File: src/rtl/reflet_debug_bridge_pkg.sv
// Shared constants and state encoding for the byte-stream debug bridge.
package reflet_debug_bridge_pkg;

    localparam logic [7:0] OP_WRITE = 8'h57;
    localparam logic [7:0] OP_READ  = 8'h52;
    localparam logic [7:0] RSP_ACK  = 8'h4B;
    localparam logic [7:0] RSP_ERR  = 8'h3F;

    typedef enum logic [2:0] {
        IDLE,
        GET_ADDR,
        GET_DATA,
        BUS_WR,
        BUS_RD_ADDR,
        BUS_RD_CAP,
        SEND
    } state_t;

endpackage

File: src/rtl/reflet_debug_bridge.sv
// Turns framed 'W'/'R' byte commands into single peripheral bus cycles and
// streams the acknowledgement or read data back out, LSB first.
module reflet_debug_bridge
    import reflet_debug_bridge_pkg::*;
#(
    parameter int wordsize  = 16,
    parameter int addr_size = 16
) (
    input  logic                 clk,
    input  logic                 reset,
    input  logic [7:0]           rx_data,
    input  logic                 rx_valid,
    output logic                 rx_ready,
    output logic [7:0]           tx_data,
    output logic                 tx_valid,
    input  logic                 tx_ready,
    output logic                 enable,
    output logic [addr_size-1:0] addr,
    output logic                 write_en,
    output logic [wordsize-1:0]  data_out,
    input  logic [wordsize-1:0]  data_in
);

    localparam int AB   = addr_size / 8;
    localparam int WB   = wordsize / 8;
    localparam int MAXB = (AB > WB) ? AB : WB;
    localparam int CW   = $clog2(MAXB + 1);

    state_t               state, state_next;
    logic [7:0]           opcode;
    logic [CW-1:0]        cnt;
    logic [CW-1:0]        send_last;
    logic [addr_size-1:0] addr_sr;
    logic [wordsize-1:0]  data_sr;
    logic [addr_size-1:0] addr_reg;
    logic [wordsize-1:0]  dout_reg;
    logic [addr_size-1:0] addr_shift;
    logic [wordsize-1:0]  data_shift;
    logic                 rx_hs;
    logic                 tx_hs;
    logic                 addr_last;
    logic                 data_last;

    // Incoming bytes enter at the top so the first (least significant) byte ends up at the bottom.
    assign addr_shift = (addr_sr >> 8) | (addr_size'(rx_data) << (addr_size - 8));
    assign data_shift = (data_sr >> 8) | (wordsize'(rx_data) << (wordsize - 8));
    assign rx_hs      = rx_valid && rx_ready;
    assign tx_hs      = tx_valid && tx_ready;
    assign addr_last  = (cnt == CW'(AB - 1));
    assign data_last  = (cnt == CW'(WB - 1));

    always_ff @(posedge clk or negedge reset) begin
        if (!reset) begin
            state <= IDLE;
        end else begin
            state <= state_next;
        end
    end

    always_comb begin
        state_next = state;
        case (state)
            IDLE: begin
                if (rx_hs) begin
                    state_next = (rx_data == OP_WRITE || rx_data == OP_READ) ? GET_ADDR : SEND;
                end
            end
            GET_ADDR: begin
                if (rx_hs && addr_last) begin
                    state_next = (opcode == OP_WRITE) ? GET_DATA : BUS_RD_ADDR;
                end
            end
            GET_DATA: begin
                if (rx_hs && data_last) begin
                    state_next = BUS_WR;
                end
            end
            BUS_WR:      state_next = SEND;
            BUS_RD_ADDR: state_next = BUS_RD_CAP;
            BUS_RD_CAP:  state_next = SEND;
            SEND: begin
                if (tx_hs && cnt == send_last) begin
                    state_next = IDLE;
                end
            end
            default:     state_next = IDLE;
        endcase
    end

    always_comb begin
        rx_ready = (state == IDLE) || (state == GET_ADDR) || (state == GET_DATA);
        tx_valid = (state == SEND);
        tx_data  = (state == SEND) ? data_sr[7:0] : 8'h00;
        enable   = (state == BUS_WR) || (state == BUS_RD_ADDR) || (state == BUS_RD_CAP);
        write_en = (state == BUS_WR);
        addr     = addr_reg;
        data_out = dout_reg;
    end

    // Bus-facing addr/data_out are loaded only as a bus cycle begins so they hold between cycles.
    always_ff @(posedge clk or negedge reset) begin
        if (!reset) begin
            opcode    <= '0;
            cnt       <= '0;
            send_last <= '0;
            addr_sr   <= '0;
            data_sr   <= '0;
            addr_reg  <= '0;
            dout_reg  <= '0;
        end else begin
            if (state != state_next) begin
                cnt <= '0;
            end else if ((rx_hs && state != IDLE) || tx_hs) begin
                cnt <= cnt + 1'b1;
            end

            case (state)
                IDLE: begin
                    if (rx_hs) begin
                        opcode <= rx_data;
                        if (rx_data != OP_WRITE && rx_data != OP_READ) begin
                            data_sr   <= wordsize'(RSP_ERR);
                            send_last <= '0;
                        end
                    end
                end
                GET_ADDR: begin
                    if (rx_hs) begin
                        addr_sr <= addr_shift;
                        if (addr_last && opcode == OP_READ) begin
                            addr_reg <= addr_shift;
                        end
                    end
                end
                GET_DATA: begin
                    if (rx_hs) begin
                        data_sr <= data_shift;
                        if (data_last) begin
                            dout_reg <= data_shift;
                            addr_reg <= addr_sr;
                        end
                    end
                end
                BUS_WR: begin
                    data_sr   <= wordsize'(RSP_ACK);
                    send_last <= '0;
                end
                BUS_RD_CAP: begin
                    data_sr   <= data_in;
                    send_last <= CW'(WB - 1);
                end
                SEND: begin
                    if (tx_hs) begin
                        data_sr <= data_sr >> 8;
                    end
                end
                default: ;
            endcase
        end
    end

endmodule

File: config.mk
export PLATFORM = sky130hd
export DESIGN_NAME = reflet_debug_bridge
export DESIGN_NICKNAME = d
export VERILOG_FILES = /design/src/rtl/reflet_debug_bridge_pkg.sv /design/src/rtl/reflet_debug_bridge.sv
export SDC_FILE = /design/constraint.sdc
export NUM_CORES = 1
export LEC_CHECK = 0
export BUFFER_PORTS_ARGS = -buffer_cell sky130_fd_sc_hd__buf_2
export CORE_MARGIN = 5
export CORE_UTILIZATION = 50
export DETAILED_ROUTE_END_ITERATION = 8
export PLACE_DENSITY_LB_ADDON = 0.1
export SETUP_SLACK_MARGIN = 0.2
export SLEW_MARGIN = 20
export SYNTH_ARGS = -nofsm -noshare
export SYNTH_HDL_FRONTEND = slang
export SYNTH_SLANG_ARGS = --single-unit
export TNS_END_PERCENT = 1
File: constraint.sdc
create_clock -name clk -period 1.8 [get_ports clk]
set_input_delay 0.27 -clock clk [delete_from_list [all_inputs] [get_ports clk]]
set_output_delay 0.27 -clock clk [all_outputs]
set_load 0.02 [all_outputs]
==> flow_metrics.tcl <==
set metrics [dict create \
    drive_gt1_share_pct 54.8 \
    fin_crit_ps 1800 \
    dieArea_um2 9290 \
    crit_required_ps 2030 \
    initialDrtViolationCount 68 \
    status "completed" \
    grt_pass1_wl_um 15400 \
    critPathMaxStageDelay_ps 450 \
    vias 2971 \
    cts-htree-levels 3 \
    cp-end-kind "flip-flop" \
    setup_tns_ps 0 \
    met1_usage_pct 29.9 \
    ys_warn_count 0 \
    critPathArrivalTime_ps 2030 \
    die_w_um 96.4 \
    fp.dieH_um 96.4 \
    register_area_um2 1960 \
    start_util_pct 51.5 \
    busiest_layer "met2" \
    slew_headroom_pct 72.8 \
    io-pin-count 72 \
    drc 0 \
    routed_wl_um 9740 \
    grt_antenna_before_repair 0 \
    clock_latency_ps 350 \
    worst_slew_pin_slew_ps 404 \
    final_common_cell "dfrtp_1" \
    final_nets 466 \
    maxSlewViolCount 0 \
    area_growth_pct 37.5 \
    io_buffer_count 71 \
    synth_area_per_cell_um2 12.0 \
    placed_area_um2 4540 \
    clkSlewWorstSetupHoldPaths_ps 80 \
    fillers 526 \
    final_cell_count_no_fill 539 \
    grt_use_met3_pct 3.56 \
    synthesis.area_um2 3730 \
    crit_chain "nor2b_1 > o21ai_0 > a21oi_2 > nor2_4 > buf_12 > mux2_2" \
    ys_seq_area_share_pct 52.3 \
    core_area_um2 7250 \
    numCtsBuffers 9 \
    slowest_stage "dfrtp_2" \
    synth_edf_count 0 \
    cp-start-kind "flip-flop" \
    setup_viol 0 \
    gp_congestion 0.805 \
    max_cap_viol_count 0 \
    rsz0062_at_grt "true" \
    worst-path-max-fanout 14 \
    firstDrtPassIters 4 \
    clockBufferDepth 2 \
    ir_worst_vdd_v 0.000892 \
    multi_input_area_um2 1850 \
    grt_overflow 0 \
    hold_path_class "in -> reg" \
    ant_nets 0 \
    r2r_setup_slack_ps 3 \
    cts-root-buf "clkbuf_8" \
    powerDensity_nw_per_um2 1730 \
    synth-seq-cells 78 \
    via_per_inst 5.51 \
    fin_skew_ps 8.94 \
    hold_violations 0 \
    final_cell_mix "dfrtp_1, buf_2, buf_4" \
    synth_ff_type "dfrtp_1" \
    antenna_cells 0 \
    dp.cells 505 \
    fmax_mhz 556 \
    first_global_vias 2986 \
    grt_max_degree 33 \
    ys_types 44 \
    cts_tree "yes" \
    synth_nets 339 \
    use_met2_pct 34.8 \
    p_leak_nw 2.49 \
    grtUsageTotal_pct 22.1 \
    hold_slack_ps 217 \
    crit_type "reg -> reg" \
    async_flop_share_pct 100 \
    synthCells 310 \
    dp_hpwl_um 6690 \
    p_total_mw 8.88 \
    num_rows 31 \
    period_share_pct 99.8 \
    wl_per_cell_um 18.1 \
    clkSinkCount 78 \
    final_area_um2 5130 \
]
## Yosys cell counts (2+ instances only)
library cell | number | area (µm²)
o22ai_1 | 3 | 18.8
buf_2 | 13 | 65.1
and2_1 | 2 | 12.5
o21ai_0 | 9 | 45.0
inv_1 | 6 | 22.5
a211oi_1 | 2 | 15.0
xnor2_1 | 2 | 17.5
o21bai_1 | 3 | 22.5
nor2_1 | 24 | 90.1
o211ai_1 | 2 | 15.0
mux2_4 | 7 | 105
nor4b_1 | 2 | 17.5
nand2b_1 | 4 | 25.0
nand3_1 | 4 | 20.0
nand2_1 | 6 | 22.5
and3_1 | 9 | 56.3
dfrtp_1 | 78 | 1950
a21oi_1 | 28 | 140
mux2_2 | 46 | 518
and4bb_2 | 2 | 25.0
nor2b_1 | 4 | 25.0
clkbuf_1 | 4 | 15.0
a22o_1 | 10 | 87.6
mux2i_1 | 20 | 200
## stage by stage
stage          util [%]  worst slack (ps)
2_1_floorplan         -              94.0
3_3_place_gp       62.6             -24.7
3_5_place_dp       62.6             -55.1
4_1_cts            68.8              70.2
5_1_grt            70.8             -55.1
6_report           70.8              2.91
## kinds of logic after synthesis
logic type / count (synthesis) / share of synthesized area (%)
muxes: 73 / 22.1
xor gates and xnor gates: 3 / 0.704
and+or+nand+nor: 66 / 10.2
AOI/OAI and AO/OA: 63 / 11.1
DFF: 78 / 52.3
buffers and inverters: 26 / 3.35
adders and majority gates: 1 / 0.335
## timing repair
item,CTS,global route
buffers inserted,16,1
endpoints found under the hold margin,23,0
gates cloned,2,0
resized for setup,32,36
endpoints found under the setup margin,85,88
pin swaps,6,5
hold buffers,1,0
## final timing paths
path                             start           end  cells after the start
setup / recovery              state[1]    data_sr[7]                      6
hold / removal              data_in[3]    data_sr[3]                      3
setup reg to reg              state[1]    data_sr[7]                      6
hold reg to reg            data_out[8]   data_out[8]                      1
max in group asynchronous        reset    addr_sr[9]                      3
min in group asynchronous        reset  send_last[0]                      2
## power by group
part           switching (mW)  total, mW  internal [mW]
combinational            2.24       4.74           2.49
clock                   0.616       1.09          0.478
sequential              0.550       3.05           2.50
total                    3.41       8.88           5.47
## critical path: cells and delay by family (launching register included)
| kind | cells | cell delay (ps) |
|---|---|---|
| flip-flops | 1 | 450 |
| AND/OR/NAND/NOR | 2 | 250 |
| buffers and inverters | 1 | 160 |
| AO/OA/AOI/OAI | 2 | 480 |
| multiplexers | 1 | 340 |
## cell type report
class	instances	area share [%]
Sequential cell	78	38.1
Multi-Input combinational cell	206	36.1
Timing Repair Buffer	136	19.9
Clock inverter	5	0.561
Inverter	6	0.512
Clock buffer	9	2.41
Tap cell	99	2.41
## per-layer routing
layer	up-vias	wire length [µm]
li1	1374	-
met1	1477	4320
met2	99	4720
met3	21	479
met4	0	216
met5	-	0
Power figures use the tool's default switching activity.
